`src/rtl/mdu_pkg.sv`:
```
// mdu_pkg: shared op codes, FSM states and the conditional negate helper for the multiply/divide unit
package mdu_pkg;
  typedef enum logic [1:0] {MDU_MULT = 2'd0, MDU_MULTU = 2'd1, MDU_DIV = 2'd2, MDU_DIVU = 2'd3} mdu_op_e;
  typedef enum logic [1:0] {IDLE, CALC, FIX, DONE} mdu_state_e;
  localparam int MDU_XW = 64;
  function automatic logic [MDU_XW-1:0] negate_if(input logic [MDU_XW-1:0] val, input logic cond);
    return cond ? -val : val;
  endfunction
endpackage

```
`src/rtl/mdu_if.sv`:
```
// mdu_if: operand/command/result bundle between the EX stage (master) and the multiply/divide unit (slave)
interface mdu_if #(parameter int WIDTH = 32) ();
  logic [WIDTH-1:0] A;
  logic [WIDTH-1:0] B;
  logic [1:0]       op;
  logic             start;
  logic             mthi;
  logic             mtlo;
  logic             busy;
  logic             done;
  logic             div_zero;
  logic [WIDTH-1:0] HI;
  logic [WIDTH-1:0] LO;
  modport master (output A, B, op, start, mthi, mtlo, input busy, done, div_zero, HI, LO);
  modport slave  (input A, B, op, start, mthi, mtlo, output busy, done, div_zero, HI, LO);
endinterface

```
`src/rtl/mdu_iter_core.sv`:
```
// mdu_iter_core: one shift-add (multiply) or restoring shift-subtract (divide) step per cycle on unsigned operands
module mdu_iter_core #(
  parameter int WIDTH = 32
) (
  input  logic               clk,
  input  logic               rst_n,
  input  logic               load,
  input  logic               step,
  input  logic               is_div,
  input  logic [WIDTH-1:0]   a,
  input  logic [WIDTH-1:0]   b,
  output logic [2*WIDTH-1:0] result
);
  logic [WIDTH-1:0] hi_q, hi_d, lo_q, lo_d, b_q, b_d;
  logic [WIDTH:0]   sum, shifted;
  logic [WIDTH+1:0] diff;
  always_comb begin
    sum     = {1'b0, hi_q} + {1'b0, {WIDTH{lo_q[0]}} & b_q};
    shifted = {hi_q, lo_q[WIDTH-1]};
    diff    = {1'b0, shifted} - {2'b00, b_q};
    hi_d    = hi_q;
    lo_d    = lo_q;
    b_d     = b_q;
    if (load) begin
      hi_d = '0;
      lo_d = a;
      b_d  = b;
    end else if (step && is_div) begin
      hi_d = diff[WIDTH+1] ? shifted[WIDTH-1:0] : diff[WIDTH-1:0];
      lo_d = {lo_q[WIDTH-2:0], ~diff[WIDTH+1]};
    end else if (step) begin
      hi_d = sum[WIDTH:1];
      lo_d = {sum[0], lo_q[WIDTH-1:1]};
    end
  end
  always_ff @(posedge clk or negedge rst_n) begin
    if (!rst_n) begin
      hi_q <= '0;
      lo_q <= '0;
      b_q  <= '0;
    end else begin
      hi_q <= hi_d;
      lo_q <= lo_d;
      b_q  <= b_d;
    end
  end
  assign result = {hi_q, lo_q};
endmodule

```
`src/rtl/mult_div_unit.sv`:
```
// mult_div_unit: iterative MULT/MULTU/DIV/DIVU with internal HI/LO, MTHI/MTLO, done pulse and sticky div_zero
module mult_div_unit
  import mdu_pkg::*;
#(
  parameter int WIDTH     = 32,
  parameter int DIV0_FAST = 1
) (
  input logic clk,
  input logic rst_n,
  mdu_if.slave bus
);
  localparam int CW = $clog2(WIDTH);
  mdu_state_e         state_q, state_d;
  logic [CW-1:0]      cnt_q, cnt_d;
  logic               neg_res_q, neg_res_d, neg_rem_q, neg_rem_d;
  logic               is_div_q, is_div_d, div0_q, div0_d, div_zero_q, div_zero_d;
  logic [WIDTH-1:0]   a_raw_q, a_raw_d, hi_q, hi_d, lo_q, lo_d;
  logic               busy, accept, op_div, b_zero, a_neg, b_neg, move_ok;
  logic [WIDTH-1:0]   a_abs, b_abs;
  logic [2*WIDTH-1:0] res;
  logic [MDU_XW-1:0]  prod_fix, quo_fix, rem_fix;
  mdu_state_e         start_state;
  mdu_iter_core #(.WIDTH(WIDTH)) u_core (
    .clk    (clk),
    .rst_n  (rst_n),
    .load   (accept),
    .step   (state_q == CALC),
    .is_div (is_div_q),
    .a      (a_abs),
    .b      (b_abs),
    .result (res)
  );
  always_comb begin
    busy        = (state_q == CALC) || (state_q == FIX);
    accept      = bus.start && !busy;
    move_ok     = !bus.start && !busy;
    op_div      = bus.op[1];
    b_zero      = bus.B == '0;
    a_neg       = !bus.op[0] && bus.A[WIDTH-1];
    b_neg       = !bus.op[0] && bus.B[WIDTH-1];
    a_abs       = a_neg ? -bus.A : bus.A;
    b_abs       = b_neg ? -bus.B : bus.B;
    // results are left-aligned in the helper's width so its negation is exactly mod 2^k for the field
    prod_fix    = negate_if(MDU_XW'(res) << (MDU_XW - 2*WIDTH), neg_res_q);
    quo_fix     = negate_if(MDU_XW'(res[WIDTH-1:0]) << (MDU_XW - WIDTH), neg_res_q);
    rem_fix     = negate_if(MDU_XW'(res[2*WIDTH-1:WIDTH]) << (MDU_XW - WIDTH), neg_rem_q);
    start_state = (op_div && b_zero && DIV0_FAST != 0) ? FIX : CALC;
    state_d     = accept ? start_state :
                  state_q == CALC ? (cnt_q == CW'(WIDTH-1) ? FIX : CALC) :
                  state_q == FIX  ? DONE :
                  state_q == DONE ? IDLE : state_q;
    cnt_d       = accept ? '0 : state_q == CALC ? cnt_q + 1'b1 : cnt_q;
    neg_res_d   = accept ? a_neg ^ b_neg : neg_res_q;
    neg_rem_d   = accept ? a_neg : neg_rem_q;
    is_div_d    = accept ? op_div : is_div_q;
    div0_d      = accept ? op_div && b_zero : div0_q;
    div_zero_d  = accept ? op_div && b_zero : div_zero_q;
    a_raw_d     = accept ? bus.A : a_raw_q;
    hi_d        = state_q == FIX ? (div0_q ? a_raw_q : is_div_q ? rem_fix[MDU_XW-1 -: WIDTH] : prod_fix[MDU_XW-1 -: WIDTH]) :
                  (bus.mthi && move_ok) ? bus.A : hi_q;
    lo_d        = state_q == FIX ? (div0_q ? '1 : is_div_q ? quo_fix[MDU_XW-1 -: WIDTH] : prod_fix[MDU_XW-WIDTH-1 -: WIDTH]) :
                  (bus.mtlo && move_ok) ? bus.A : lo_q;
  end
  always_ff @(posedge clk or negedge rst_n) begin
    if (!rst_n) begin
      state_q    <= IDLE;
      cnt_q      <= '0;
      neg_res_q  <= 1'b0;
      neg_rem_q  <= 1'b0;
      is_div_q   <= 1'b0;
      div0_q     <= 1'b0;
      div_zero_q <= 1'b0;
      a_raw_q    <= '0;
      hi_q       <= '0;
      lo_q       <= '0;
    end else begin
      state_q    <= state_d;
      cnt_q      <= cnt_d;
      neg_res_q  <= neg_res_d;
      neg_rem_q  <= neg_rem_d;
      is_div_q   <= is_div_d;
      div0_q     <= div0_d;
      div_zero_q <= div_zero_d;
      a_raw_q    <= a_raw_d;
      hi_q       <= hi_d;
      lo_q       <= lo_d;
    end
  end
  assign bus.busy     = busy;
  assign bus.done     = state_q == DONE;
  assign bus.div_zero = div_zero_q;
  assign bus.HI       = hi_q;
  assign bus.LO       = lo_q;
endmodule

```
`src/flat_wrapper.sv`:
```
// flat-port wrapper written by rule: the top's interface ports become plain ports
module mult_div_unit_flat import mdu_pkg::*;
#(
  parameter int WIDTH     = 32,
  parameter int DIV0_FAST = 1
)
  (clk, rst_n, bus_A, bus_B, bus_op, bus_start, bus_mthi, bus_mtlo, bus_busy, bus_done, bus_div_zero, bus_HI, bus_LO);
  mdu_if #(.WIDTH(WIDTH)) bus_i ();
  input logic clk;
  input logic rst_n;
  input wire logic [$bits(bus_i.A)-1:0] bus_A;
  input wire logic [$bits(bus_i.B)-1:0] bus_B;
  input wire logic [$bits(bus_i.op)-1:0] bus_op;
  input wire logic [$bits(bus_i.start)-1:0] bus_start;
  input wire logic [$bits(bus_i.mthi)-1:0] bus_mthi;
  input wire logic [$bits(bus_i.mtlo)-1:0] bus_mtlo;
  output wire logic [$bits(bus_i.busy)-1:0] bus_busy;
  output wire logic [$bits(bus_i.done)-1:0] bus_done;
  output wire logic [$bits(bus_i.div_zero)-1:0] bus_div_zero;
  output wire logic [$bits(bus_i.HI)-1:0] bus_HI;
  output wire logic [$bits(bus_i.LO)-1:0] bus_LO;
  assign bus_i.A = bus_A;
  assign bus_i.B = bus_B;
  assign bus_i.op = bus_op;
  assign bus_i.start = bus_start;
  assign bus_i.mthi = bus_mthi;
  assign bus_i.mtlo = bus_mtlo;
  assign bus_busy = bus_i.busy;
  assign bus_done = bus_i.done;
  assign bus_div_zero = bus_i.div_zero;
  assign bus_HI = bus_i.HI;
  assign bus_LO = bus_i.LO;
  mult_div_unit #(.WIDTH(WIDTH), .DIV0_FAST(DIV0_FAST)) u_core (.clk(clk), .rst_n(rst_n), .bus(bus_i));
endmodule
```
`config.mk`:
```
export PLATFORM = sky130hd
export DESIGN_NAME = mult_div_unit_flat
export DESIGN_NICKNAME = d
export VERILOG_FILES = /design/src/rtl/mdu_pkg.sv /design/src/rtl/mdu_if.sv /design/src/rtl/mdu_iter_core.sv /design/src/rtl/mult_div_unit.sv /design/src/flat_wrapper.sv
export SDC_FILE = /design/constraint.sdc
export NUM_CORES = 1
export LEC_CHECK = 0
export BUFFER_PORTS_ARGS = -buffer_cell sky130_fd_sc_hd__buf_2
export CAP_MARGIN = 20
export CORE_AREA = 2 2 194 196
export CTS_CLUSTER_SIZE = 14
export DETAILED_ROUTE_END_ITERATION = 16
export DIE_AREA = 0 0 196 198
export HOLD_SLACK_MARGIN = 0.08
export PLACE_DENSITY = 0.7
export SETUP_SLACK_MARGIN = 0.4
export SYNTH_ARGS = -nofsm -noshare
export SYNTH_HDL_FRONTEND = slang
export SYNTH_SLANG_ARGS = --single-unit
```
`constraint.sdc`:
```
create_clock -name clk -period 3.2 [get_ports clk]
set_input_delay 0.32 -clock clk [delete_from_list [all_inputs] [get_ports clk]]
set_output_delay 0.32 -clock clk [all_outputs]
set_load 0.005 [all_outputs]
```
Yosys cells after proc, flatten, opt, wreduce, memory -nomap -nowiden
Cells that the tools add are included.
- ROM bits: 0
- latch bits: 0
- logic and storage cells: 73
- bits in writable memories: 0
- register bits: 203
- output and inout bits: 67
- memories: 0
- bitwise logic cells: 3
- multiply operators: 0
- muxes and demuxes: 28
- order comparisons: 0
- equality and inequality tests: 4
- reductions and logical operators: 18
- divide/modulo/power cells: 0
- shift-type cells: 0
- add/subtract/negate cells: 8
- operator list (cell ; count):
    $mux W32 ; 17
    $mux W64 ; 3
    $neg A64 Y64 ; 3
    $neg A32 Y32 ; 2
    $sub A33 B32 Y34 ; 1
    $add A32 B32 Y33 ; 1
    $and A32 B32 Y32 ; 1
    $logic_not A32 Y1 ; 1
    $mux W2 ; 6
    $mux W5 ; 2
    $logic_and A1 B1 Y1 ; 8
    $reduce_bool A2 Y1 ; 3
    $add A5 B1 Y5 const B ; 1
    $eq A5 B5 Y1 const B ; 1
    $eq A2 B2 Y1 const B ; 2
    $reduce_bool A4 Y1 ; 1
    $logic_not A1 Y1 ; 3
    $reduce_bool A3 Y1 ; 1
    $eq A2 B1 Y1 const B ; 1
    $logic_or A1 B1 Y1 ; 1
    $not A1 Y1 ; 1
    $xor A1 B1 Y1 ; 1

Longest topological paths before layout
Gate-level depths: netlist (run 1).
- depth in word-level cells: 7
- gate-level depth with buffers: 14
- depth with buffers taken out: 13

Hierarchy
Synthesis (run 1) repeated with hierarchy kept, for this count alone.
- cell total of the unflattened synthesis: 2044
- area, all modules: 16320.7 sq um
- modules (own cells, without submodules) (module ; area an instance (sq um) ; times used ; sequential area each (sq um) ; cells an instance):
    mdu_iter_core ; 8354.3 ; 1 ; 2402.3 ; 1053
    mult_div_unit ; 7966.4 ; 1 ; 2677.6 ; 991

Least setup slack after synthesis (run 1)
OpenSTA, ideal clock, no wires.
- kind: register to register
- from: reg u_core.u_core.lo_q[0]
- to: reg u_core.u_core.hi_q[28]
- data required time: 3.080 ns
- period minus slack after synthesis: 3.411 ns
- setup slack: -0.211 ns
- stages on the path, launching flop included: 14
- data arrival time: 3.291 ns
- buffers on the path: 1
- cell sequence: dfrtp_1 inv_1 clkbuf_1 nor2_1 ha_1 a21oi_1 o211ai_1 a41o_1 a211o_1 a31oi_1 o21ai_0 a31o_2 a211o_1 a31o_2
- longest elaborated chain between the ends: 5
- ends and longest elaborated chain (what ; RTL line ; RTL):
    start, declared ; mdu_iter_core.sv:14 ; logic [WIDTH-1:0] hi_q, hi_d, lo_q, lo_d, b_q, b_d;
    start signal, assigned ; mdu_iter_core.sv:43 ; lo_q <= lo_d;
    $and A32 B32 Y32 ; mdu_iter_core.sv:18 ; sum = {1'b0, hi_q} + {1'b0, {WIDTH{lo_q[0]}} & b_q};
    $add A32 B32 Y33 ; mdu_iter_core.sv:18 ;
    $mux W32 ; mdu_iter_core.sv:31 ; end else if (step) begin
    $mux W32 ; mdu_iter_core.sv:28 ; end else if (step && is_div) begin
    $mux W32 ; mdu_iter_core.sv:24 ; if (load) begin
    end signal, assigned ; mdu_iter_core.sv:42 ; hi_q <= hi_d;
    end, declared ; mdu_iter_core.sv:14 ;
No other way between the ends. The select of a mux whose other input is x is not followed.
A chain may end at the register's enable or synchronous reset.

Worst setup path after layout (run 1)
Ends and elaborated chain as after synthesis.

==> results of run 1 <==
-- final timing paths --
check,start,end
hold reg to reg,u_core.a_raw_q[11],u_core.a_raw_q[11]
min in group asynchronous,rst_n,u_core.bus.LO[28]
setup / recovery,u_core.u_core.lo_q[0],u_core.u_core.hi_q[28]
setup reg to reg,u_core.u_core.lo_q[0],u_core.u_core.hi_q[28]
max in group asynchronous,rst_n,u_core.u_core.b_q[11]
hold / removal,bus_B[16],u_core.u_core.b_q[16]
-- stage by stage --
stage | setup TNS [ns] | setup slack (ns) | util [%] | total power [mW] | hold slack [ns]
floorplan | 0 | 0.2658 | - | 14.87 | 0.02441
global placement | 0 | 0.03656 | 50.20 | 20.39 | 0.3875
detailed placement | 0 | 0.01915 | 50.20 | 20.64 | 0.3939
CTS | 0 | 0.05735 | 55.45 | 24.79 | 0.08258
global route | -0.04213 | -0.04213 | 57.78 | 28.07 | 0.1107
finish | 0 | 0.07174 | 57.78 | 26.28 | 0.09417
-- cell type report --
type | count | area (µm²)
Tap cell | 474 | 593.1
Clock inverter | 9 | 116.4
Multi-Input combinational cell | 1651 | 11700
Fill cell | 3304 | 15600
Sequential cell | 203 | 5089
Timing Repair Buffer | 398 | 2882
Clock buffer | 36 | 747.0
Inverter | 61 | 229.0
-- where the power goes --
group / switching [mW] / internal (mW)
Combinational: 10.5 / 7.87
Sequential: 1.02 / 3.87
Clock: 1.20 / 1.79
-- sequential cells by signal, summed over array words and instances (netlist names) --
register / cells
u_core.a_raw_q: 32
u_core.bus.HI: 32
u_core.bus.LO: 32
u_core.cnt_q: 5
u_core.div0_q: 1
u_core.is_div_q: 1
u_core.neg_rem_q: 1
u_core.neg_res_q: 1
u_core.state_q: 2
u_core.u_core.b_q: 32
u_core.u_core.hi_q: 32
u_core.u_core.lo_q: 32
-- routing by layer --
| layer | share of wire (%) | vias up |
|---|---|---|
| met4 | 4.5 | 0 |
| met2 | 47 | 706 |
| met3 | 6.7 | 137 |
| met5 | 0 | - |
| met1 | 42 | 8135 |
| li1 | - | 7878 |
-- repair_timing --
item,in CTS,in global routing
pin swaps,58,98
cloned,2,0
hold buffers,32,0
gates resized for setup,128,150
setup endpoints to repair,60,70
buffers inserted,29,22
hold endpoints to repair,99,0
-- cell families (layout without fill, tap and decap cells) --
kind of cell | Yosys count | after routing | synth area share (%)
AND/OR/NAND/NOR | 676 | 676 | 19.00
AO/OA/AOI/OAI | 627 | 628 | 23.68
flip-flops | 203 | 203 | 31.25
buffers and inverters | 195 | 504 | 4.572
XOR/XNOR | 171 | 171 | 9.213
multiplexers | 101 | 101 | 6.419
adder cells (fa/ha/maj) | 75 | 75 | 5.865
-- Yosys cell counts, types with 8 or more instances --
master | n | area, µm²
o21ai_0 | 225 | 1126
nand3_1 | 27 | 135.1
a21oi_1 | 138 | 690.7
o41ai_1 | 9 | 78.83
a31oi_1 | 14 | 87.58
nand2b_1 | 23 | 143.9
nor3_1 | 25 | 125.1
and2_1 | 12 | 75.07
xor2_1 | 88 | 770.7
nor4_1 | 19 | 118.9
nand4_1 | 18 | 112.6
mux2_2 | 26 | 292.8
o21a_1 | 11 | 82.58
or2_2 | 9 | 56.30
nor2b_1 | 9 | 56.30
o21bai_1 | 9 | 67.56
or3_1 | 18 | 112.6
inv_1 | 61 | 229.0
nor2_1 | 163 | 611.8
ha_1 | 73 | 913.4
o211ai_1 | 55 | 412.9
mux2i_1 | 75 | 750.7
a22oi_1 | 9 | 67.56
clkbuf_1 | 122 | 457.9
or4_1 | 8 | 60.06
a211oi_1 | 18 | 135.1
dfrtp_1 | 203 | 5080
o22ai_1 | 14 | 87.58
xnor2_1 | 83 | 727.0
nand2_1 | 305 | 1145
o31ai_1 | 24 | 180.2
a21o_1 | 44 | 330.3
and3_1 | 9 | 56.30
-- worst reg2reg max path, cell delays in order (launching register included) --
cell	delay (ns)
dfrtp_2	0.45
inv_2	0.11
buf_12	0.15
buf_8	0.13
nor2_1	0.06
ha_1	0.35
a21oi_2	0.18
o21a_1	0.14
nor2_1	0.04
a211o_1	0.32
buf_4	0.16
a31oi_4	0.17
o21ai_4	0.10
a31o_2	0.21
a211o_1	0.24
a31o_2	0.20
-- layout by cell type (no fill, tap or decap), types with 20 or more instances in the layout --
cell type	n
buf_2	137
nand2_1	301
ha_1	50
o21ai_0	173
a21o_1	43
a21oi_1	114
mux2i_1	75
mux2_2	26
buf_4	205
xnor2_1	75
nor2_1	150
dlygate4sd3_1	32
o211ai_1	55
a21oi_2	20
dfrtp_1	196
ha_4	20
nand3_1	23
xor2_1	79
o21ai_1	37
nand2b_1	22
clkbuf_16	25
inv_1	57
==> impl_metrics.json, run 1 <==
{
  "status": "completed",
  "crit_path_top_delay_cell": "dfrtp_2",
  "synth_edf_count": 0,
  "path_buf_inv": 4,
  "die_h_um": 198,
  "cp.depth": 15,
  "syn_inst": 2048,
  "crit_chain": "inv_2, buf_12, buf_8, nor2_1, ha_1, a21oi_2, o21a_1, nor2_1, a211o_1, buf_4, a31oi_4, o21ai_4, a31o_2, a211o_1, a31o_2",
  "slew_headroom_pct": 37.04,
  "cts-buffers-inserted": 25,
  "drt-vias-per-instance": 5.952,
  "first_iter_violations": 1141,
  "coreArea_mm2": 0.03696,
  "grt_pass1_wl_um": 91850,
  "cp.arrival_ns": 3.56,
  "use_met3_pct": 2.947,
  "rrSetupSlack_ns": 0.07,
  "crit_path_max_incr_delay_ns": 0.45,
  "tightest_slew_ns": 0.9445,
  "start_util_pct": 43.99,
  "vdd_ir_drop_max_uv": 553.2,
  "avgSynthCellArea_um2": 7.937,
  "cts_buffer_depth": 3,
  "gp_congestion": 0.9783,
  "hold_viol": 0,
  "fin_area_mm2": 0.02135,
  "nNetsFinal": 2486,
  "reg2regPathDepth": 15,
  "rsz0062_at_grt": "yes",
  "critical_path.startpoint_type": "flop",
  "netlist_area_mm2": 0.01626,
  "overflow": 0,
  "synth_seq_cells": 203,
  "drive_above_1_share_pct": 27.35,
  "grt_max_degree": 175,
  "p_leak_nw": 9.596,
  "numPlacedInstances": 2702,
  "place_area_mm2": 0.01855,
  "drc_errors": 0,
  "syn_nets": 2194,
  "async_reset_ff_share_pct": 100.0,
  "wl_per_cell_um": 21.21,
  "powerDensity_mw_per_mm2": 1231,
  "ios": 138,
  "setup_viol_count_final": 0,
  "final_cells": 2832,
  "cts-root-buf": "clkbuf_16",
  "grt_util_met2_pct": 50.45,
  "antenna_found_initial": 0,
  "ys_seq_area_share_pct": 31.25,
  "gr-usage-met1_pct": 39.83,
  "clkLatencyLatePin_ns": 0.55,
  "dp_hpwl_um": 43560,
  "max_freq_mhz": 319.7,
  "rows": 71,
  "vias": 16860,
  "slew_violations": 0,
  "finalCritPeriodShare_pct": 97.76,
  "grt_pass1_vias": 16280,
  "skew_ns": 0.02079,
  "hold_path_depth": 3,
  "crit_required_ns": 3.64,
  "hold_class": "input pin to flop",
  "firstDrtPassIters": 5,
  "cts_tree": "done",
  "critPathTopFamily": "compound AO/OA/AOI/OAI gates",
  "period_minus_slack_ns": 3.128,
  "crit_fanout": 6,
  "synth_top_flop_cell": "dfrtp_1",
  "finalWirelength_um": 60060,
  "grt.total_usage_pct": 30.06,
  "die-area_mm2": 0.03881,
  "ant_nets": 0,
  "port_buffers": 137,
  "clock_sinks": 203,
  "num_antenna_cells": 0,
  "crit_type": "flop to flop",
  "syn_to_final_growth_pct": 31.37,
  "worstSetupEndpointType": "flop",
  "yosysUniqueCellTypes": 75,
  "maxCapViolations": 0,
  "synth_warnings": 0,
  "top_usage_layer": "met2",
  "clk_pin_slew_ns": 0.06,
  "cts_max_level": 1,
  "die_w_um": 196
}
No activity file was read; power rests on OpenSTA's default activity.
==> run 2: changes to the inputs <==
Settings changed: CORE_AREA 2 2 194 196 to 2 2 249 153, CTS_BUF_LIST set to sky130_fd_sc_hd__clkbuf_4, DIE_AREA 0 0 196 198 to 0 0 251 155.
==> run 2 against run 1 <==
Effect of this change: the flow now finishes with violations (negative setup slack); first-iteration DRC count rose by 110%; global-route usage rose by 1.7 points; count of clock-buffer cells in the layout rose by 41; sequential power barely moved; fmax fell by 2.5%; combinational power rose by 9%; clock skew rose by 0.038 ns.
==> impl_metrics.json, run 2 (same netlist as run 1, synthesis figures left out) <==
{
  "status": "finished, violations left",
  "violations": "negative setup slack",
  "power_frac_seq_pct": 17.9,
  "die-area_mm2": 0.03891,
  "powerDensity_mw_per_mm2": 1234,
  "finalWirelength_um": 64630,
  "syn_to_final_growth_pct": 36.71,
  "num_antenna_cells": 0,
  "ant_nets": 0,
  "rsz0062_at_grt": "yes",
  "die_h_um": 155,
  "cts_max_level": 2,
  "final_common_cell": "nand2_1",
  "p_int_mw": 13.82,
  "setup_viol_count_final": 1,
  "start_util_pct": 44.07,
  "port_buffers": 137,
  "swShare_pct": 49.59,
  "rows": 55,
  "hold_class": "input pin to flop",
  "antenna_found_initial": 0,
  "nFillCells": 3203,
  "wl_per_cell_um": 21.66,
  "vdd_ir_drop_max_uv": 839.3,
  "grt_max_degree": 175,
  "cts_buffer_depth": 3,
  "post-place-ws_ns": 0.01400,
  "die_w_um": 251,
  "clk_pin_slew_ns": 0.08,
  "pwr-share-comb_pct": 73.2,
  "cts-buffers-inserted": 54,
  "period_minus_slack_ns": 3.210,
  "drive_above_1_share_pct": 30.04,
  "finalCritPeriodShare_pct": 100.3,
  "grt_pass1_wl_um": 96550,
  "p_leak_nw": 10.04,
  "coreArea_mm2": 0.03689,
  "cts-root-buf": "clkbuf_4",
  "crit_type": "flop to flop",
  "nNetsFinal": 2605,
  "worstSetupEndpointType": "flop",
  "multiInputGateArea_mm2": 0.01177,
  "p_switching_mw": 13.60,
  "layout_common_cells": "295 x nand2_1, 233 x buf_4, 191 x dfrtp_1, 170 x o21ai_0, 152 x nor2_1",
  "maxCapViolations": 0,
  "tightest_slew_ns": 0.9371,
  "skew_ns": 0.05858,
  "overflow": 0,
  "rrSetupSlack_ns": -0.01,
  "fin_area_mm2": 0.02222,
  "dp_hpwl_um": 45630,
  "slew_violations": 0,
  "drt-vias-per-instance": 6.013,
  "crit_required_ns": 3.84,
  "cts_tree": "done",
  "vias": 17940,
  "max_freq_mhz": 311.6,
  "gp_congestion": 1.005,
  "fin_tns_setup_ns": -0.009540,
  "slew_headroom_pct": 37.53,
  "place_area_mm2": 0.01867,
  "crit_fanout": 5,
  "first_iter_violations": 2453,
  "firstDrtPassIters": 8,
  "seqCellArea_mm2": 0.005095,
  "clkLatencyLatePin_ns": 0.78,
  "clkPwrFrac_pct": 9.0,
  "postLayoutSetupSlackWorst_ns": -0.009540,
  "hold_viol": 0,
  "grt.total_usage_pct": 31.77,
  "cp.arrival_ns": 3.85,
  "drc_errors": 0,
  "grt_pass1_vias": 16530,
  "clock_sinks": 203,
  "ios": 138,
  "critical_path.startpoint_type": "flop"
}
[run 2: cell types whose count changed in the layout (fill, tap and decap cells not counted), sizes merged]
| cell | previous run | this run |
|---|---|---|
| clkinvlp | 1 | 2 |
| dlygate4sd3 | 32 | 77 |
| clkbuf | 37 | 80 |
| clkinv | 4 | 17 |
| inv | 63 | 61 |
| buf | 365 | 409 |
| o21a | 12 | 11 |
| bufinv | 2 | 1 |
[run 2: critical path, cell delays in order (launching register included)]
cell and delay, ns:
dfrtp_1 0.42, inv_4 0.08, buf_12 0.13, buf_16 0.14
nor2_1 0.15, ha_1 0.29, a21oi_1 0.19, o21ai_0 0.13
a21oi_2 0.24, a21oi_4 0.12, o2111ai_2 0.24, a21oi_2 0.14
a221oi_2 0.40, xnor2_1 0.10, a221o_1 0.33
[run 2: final cells by class]
cell class              instances  share of cell area [%]
clock buffers                  77                   2.601
clock inverters                20                  0.4898
inverters                      61                   1.042
multi-input cells            1650                   52.98
flip-flops and latches        203                   22.93
well taps                     484                   2.725
repair buffers                489                   17.24
[run 2: power groups by stage]
stage	Combinational, mW	Clock [mW]	Sequential [mW]
2_1_floorplan	10.1	0	4.74
3_3_place_gp	15.9	0	4.76
3_5_place_dp	16.2	0	4.82
4_1_cts	17.4	2.47	4.82
5_1_grt	21.4	2.61	5.02
6_report	20.1	2.46	4.90
[run 2: path summary, 6_finish.rpt]
check                                 startpoint                endpoint  cells past startpoint
hold / removal                          bus_A[0]   u_core.u_core.lo_q[5]                      5
setup reg to reg           u_core.u_core.lo_q[0]  u_core.u_core.hi_q[27]                     14
min in group asynchronous                  rst_n   u_core.u_core.hi_q[3]                      2
max in group asynchronous                  rst_n  u_core.u_core.lo_q[27]                      3
setup / recovery           u_core.u_core.lo_q[0]  u_core.u_core.hi_q[27]                     14
hold reg to reg               u_core.a_raw_q[28]      u_core.a_raw_q[28]                      2
[run 2: metal layers]
layer	global-route usage (%)	share of wire, %	up-vias
li1	-	-	8154
met1	48.54	45	8643
met2	43.64	40	1018
met3	8.298	12	127
met4	8.362	2.4	0
met5	0	0	-
[run 2: repair_timing]
item                       4_1_cts  5_1_grt
gates resized for setup        129      203
gates cloned                     1        2
setup endpoints to repair       60       76
hold buffers                    77        0
hold endpoints to repair       210        0
pin swaps                       50      100
setup buffers                   38       43
[run 2: stage by stage]
step / hold WS (ns) / util [%] / total power [mW] / instances
6_report: 0.1228 / 60.25 / 27.42 / 2984
5_1_grt: 0.1415 / 60.25 / 29.06 / 2984
4_1_cts: 0.1043 / 56.88 / 24.66 / 2939
3_5_place_dp: 0.4108 / 50.62 / 21.03 / 2726
3_3_place_gp: 0.4086 / 50.62 / 20.69 / 2726
2_1_floorplan: 0.02441 / - / 14.87 / 2048
==> run 3: changes to the inputs <==
Settings changed: PLACE_DENSITY 0.7 to 0.67.
Clock period 3.2 ns to 4.16 ns, I/O delays scaled along.
==> run 3 against run 2 <==
Effect of this change: the run now ends clean; via count is 7.0% lower; sequential cell count did not move; power decreased by 36%; register-to-register slack better by 0.43 ns; setup slack improved by 0.43 ns; sequential power is 17% lower; cell count decreased by 6.9%; hold slack better by 0.064 ns; clock power decreased by 22%; critical path depth decreased by 2; core utilization down 8.4 points.
==> impl_metrics.json, run 3 (same netlist as run 1, synthesis figures left out) <==
{
  "status": "completed",
  "layout_common_cells": "302 x nand2_1, 224 x o21ai_0, 200 x dfrtp_1, 162 x nor2_1, 136 x buf_2",
  "multiInputGateArea_mm2": 0.01051,
  "overflow": 0,
  "drc_errors": 0,
  "crit_path_max_incr_delay_ns": 0.78,
  "skew_ns": 0.06071,
  "die_h_um": 155,
  "clk_pin_slew_ns": 0.08,
  "cpMostUsedCell": "nand4_1",
  "rsz0062_at_grt": "yes",
  "critPathTopFamily": "simple AND/OR/NAND/NOR gates",
  "p_int_mw": 8.383,
  "wl_per_cell_um": 22.20,
  "port_buffers": 137,
  "grt_pass1_vias": 15610,
  "crit_type": "flop to flop",
  "drive_above_1_share_pct": 16.09,
  "vias": 16690,
  "cts_max_level": 2,
  "ios": 138,
  "die-area_mm2": 0.03891,
  "min-delay-start": "bus_B[1]",
  "cp.arrival_ns": 4.32,
  "vdd_ir_drop_max_uv": 600.6,
  "cts_tree": "done",
  "clock_sinks": 203,
  "final_common_cell": "nand2_1",
  "clkPwrFrac_pct": 10.9,
  "hold_viol": 0,
  "powerDensity_mw_per_mm2": 917.5,
  "postLayoutSetupSlackWorst_ns": 0.4227,
  "slew_violations": 0,
  "tightest_slew_ns": 1.194,
  "grt.total_usage_pct": 31.34,
  "seqCellArea_mm2": 0.005084,
  "finalWirelength_um": 61680,
  "cts-buffers-inserted": 55,
  "power_frac_seq_pct": 23.2,
  "path_buf_inv": 2,
  "fin_tns_setup_ns": 0,
  "worstSetupEndpointType": "flop",
  "post-place-ws_ns": 0.2626,
  "syn_to_final_growth_pct": 17.55,
  "worstSetupStartpoint": "u_core.u_core.hi_q[1]",
  "drt-vias-per-instance": 6.008,
  "grt_max_degree": 110,
  "rows": 55,
  "power.total_mw": 17.53,
  "pwr-share-comb_pct": 65.9,
  "period_minus_slack_ns": 3.737,
  "antenna_found_initial": 0,
  "coreArea_mm2": 0.03689,
  "maxCapViolations": 0,
  "swShare_pct": 52.18,
  "first_iter_violations": 1793,
  "fin_util_pct": 51.80,
  "p_switching_mw": 9.149,
  "gp_congestion": 0.9904,
  "setup_viol_count_final": 0,
  "start_util_pct": 44.07,
  "hold_class": "input pin to flop",
  "grt_pass1_wl_um": 94500,
  "nFillCells": 3530,
  "num_antenna_cells": 0,
  "cts_buffer_depth": 3,
  "crit_chain": "inv_1, ha_1, nor3b_2, nand4_1, nor4_1, buf_4, nand4_1, nor2b_1, o22ai_1, xnor2_1, o211ai_1, o21ai_0",
  "die_w_um": 251,
  "firstDrtPassIters": 6,
  "max_freq_mhz": 267.6,
  "r2r_start": "u_core.u_core.hi_q[1]",
  "crit_fanout": 9,
  "slew_headroom_pct": 20.43,
  "nNetsFinal": 2400,
  "crit_path_top_delay_cell": "nor4_1",
  "p_leak_nw": 8.769,
  "ant_nets": 0,
  "critical_path.startpoint_type": "flop",
  "dp_hpwl_um": 45020,
  "cts-root-buf": "clkbuf_4",
  "clkLatencyLatePin_ns": 0.78,
  "finalCritPeriodShare_pct": 89.84,
  "holdWs_ns": 0.1864,
  "crit_required_ns": 4.74
}
## run 3: changes by cell type in the layout (fill, tap and decap cells not counted), moves of 18 or more
cell / previous run / this run
ha_1: 47 / 71
buf_4: 233 / 76
o21ai_0: 170 / 224
o21ai_1: 38 / 4
ha_4: 19 / 1
a21oi_1: 114 / 135
buf_6: 27 / 0
## run 3: timing repair
item,CTS,global route
cloned,0,0
setup endpoints to repair,4,22
hold endpoints to repair,227,0
setup buffers,0,2
hold buffers,68,0
gates resized for setup,3,9
## run 3: layer usage
metal	track usage (%)	vias to the layer above	routed length (µm)
li1	-	7743	-
met1	48.40	8028	30040
met2	41.59	840	23640
met3	10.17	78	6924
met4	6.604	0	1074
met5	0	-	0
## run 3: worst min-delay path: cells and delay by family
family,cells,cell delay [ns]
buffers and inverters,2,0.15
AOI/OAI and AO/OA,2,0.22
and+or+nand+nor,1,0.10
## run 3: through the flow
| step | cell area [µm²] | std cells |
|---|---|---|
| detailed placement | 17660 | 2611 |
| floorplan | 16260 | 2048 |
| global route | 19110 | 2778 |
| global placement | 17660 | 2611 |
| CTS | 19040 | 2776 |
| finish | 19110 | 2778 |
## run 3: worst paths after layout
path | endpoint | slack [ns] | depth (start not counted)
max in group asynchronous | u_core.bus.HI[22] | 2.64 | 3
min in group asynchronous | u_core.u_core.b_q[2] | 0.27 | 2
worst min-delay path | u_core.u_core.b_q[1] | 0.19 | 5
worst max-delay path | u_core.bus.HI[28] | 0.42 | 12
worst min register to register | u_core.a_raw_q[29] | 0.48 | 2
worst max register to register | u_core.bus.HI[28] | 0.42 | 12
## run 3: power groups by stage
stage | logic, mW | registers (mW) | clock network (mW)
after detailed placement | 11.1 | 4.04 | 0
after CTS | 11.2 | 4.02 | 1.93
after global routing | 12.6 | 4.17 | 2.05
final | 11.6 | 4.07 | 1.91
after floorplan | 7.67 | 3.64 | 0
after global placement | 11.0 | 4.01 | 0
## run 3: final cells by class
class	count	area share (%)
Clock buffer	76	2.986
Clock inverter	21	0.6090
Inverter	61	1.218
Multi-Input combinational cell	1650	55.02
Sequential cell	203	26.60
Tap cell	484	3.169
Timing Repair Buffer	283	10.39
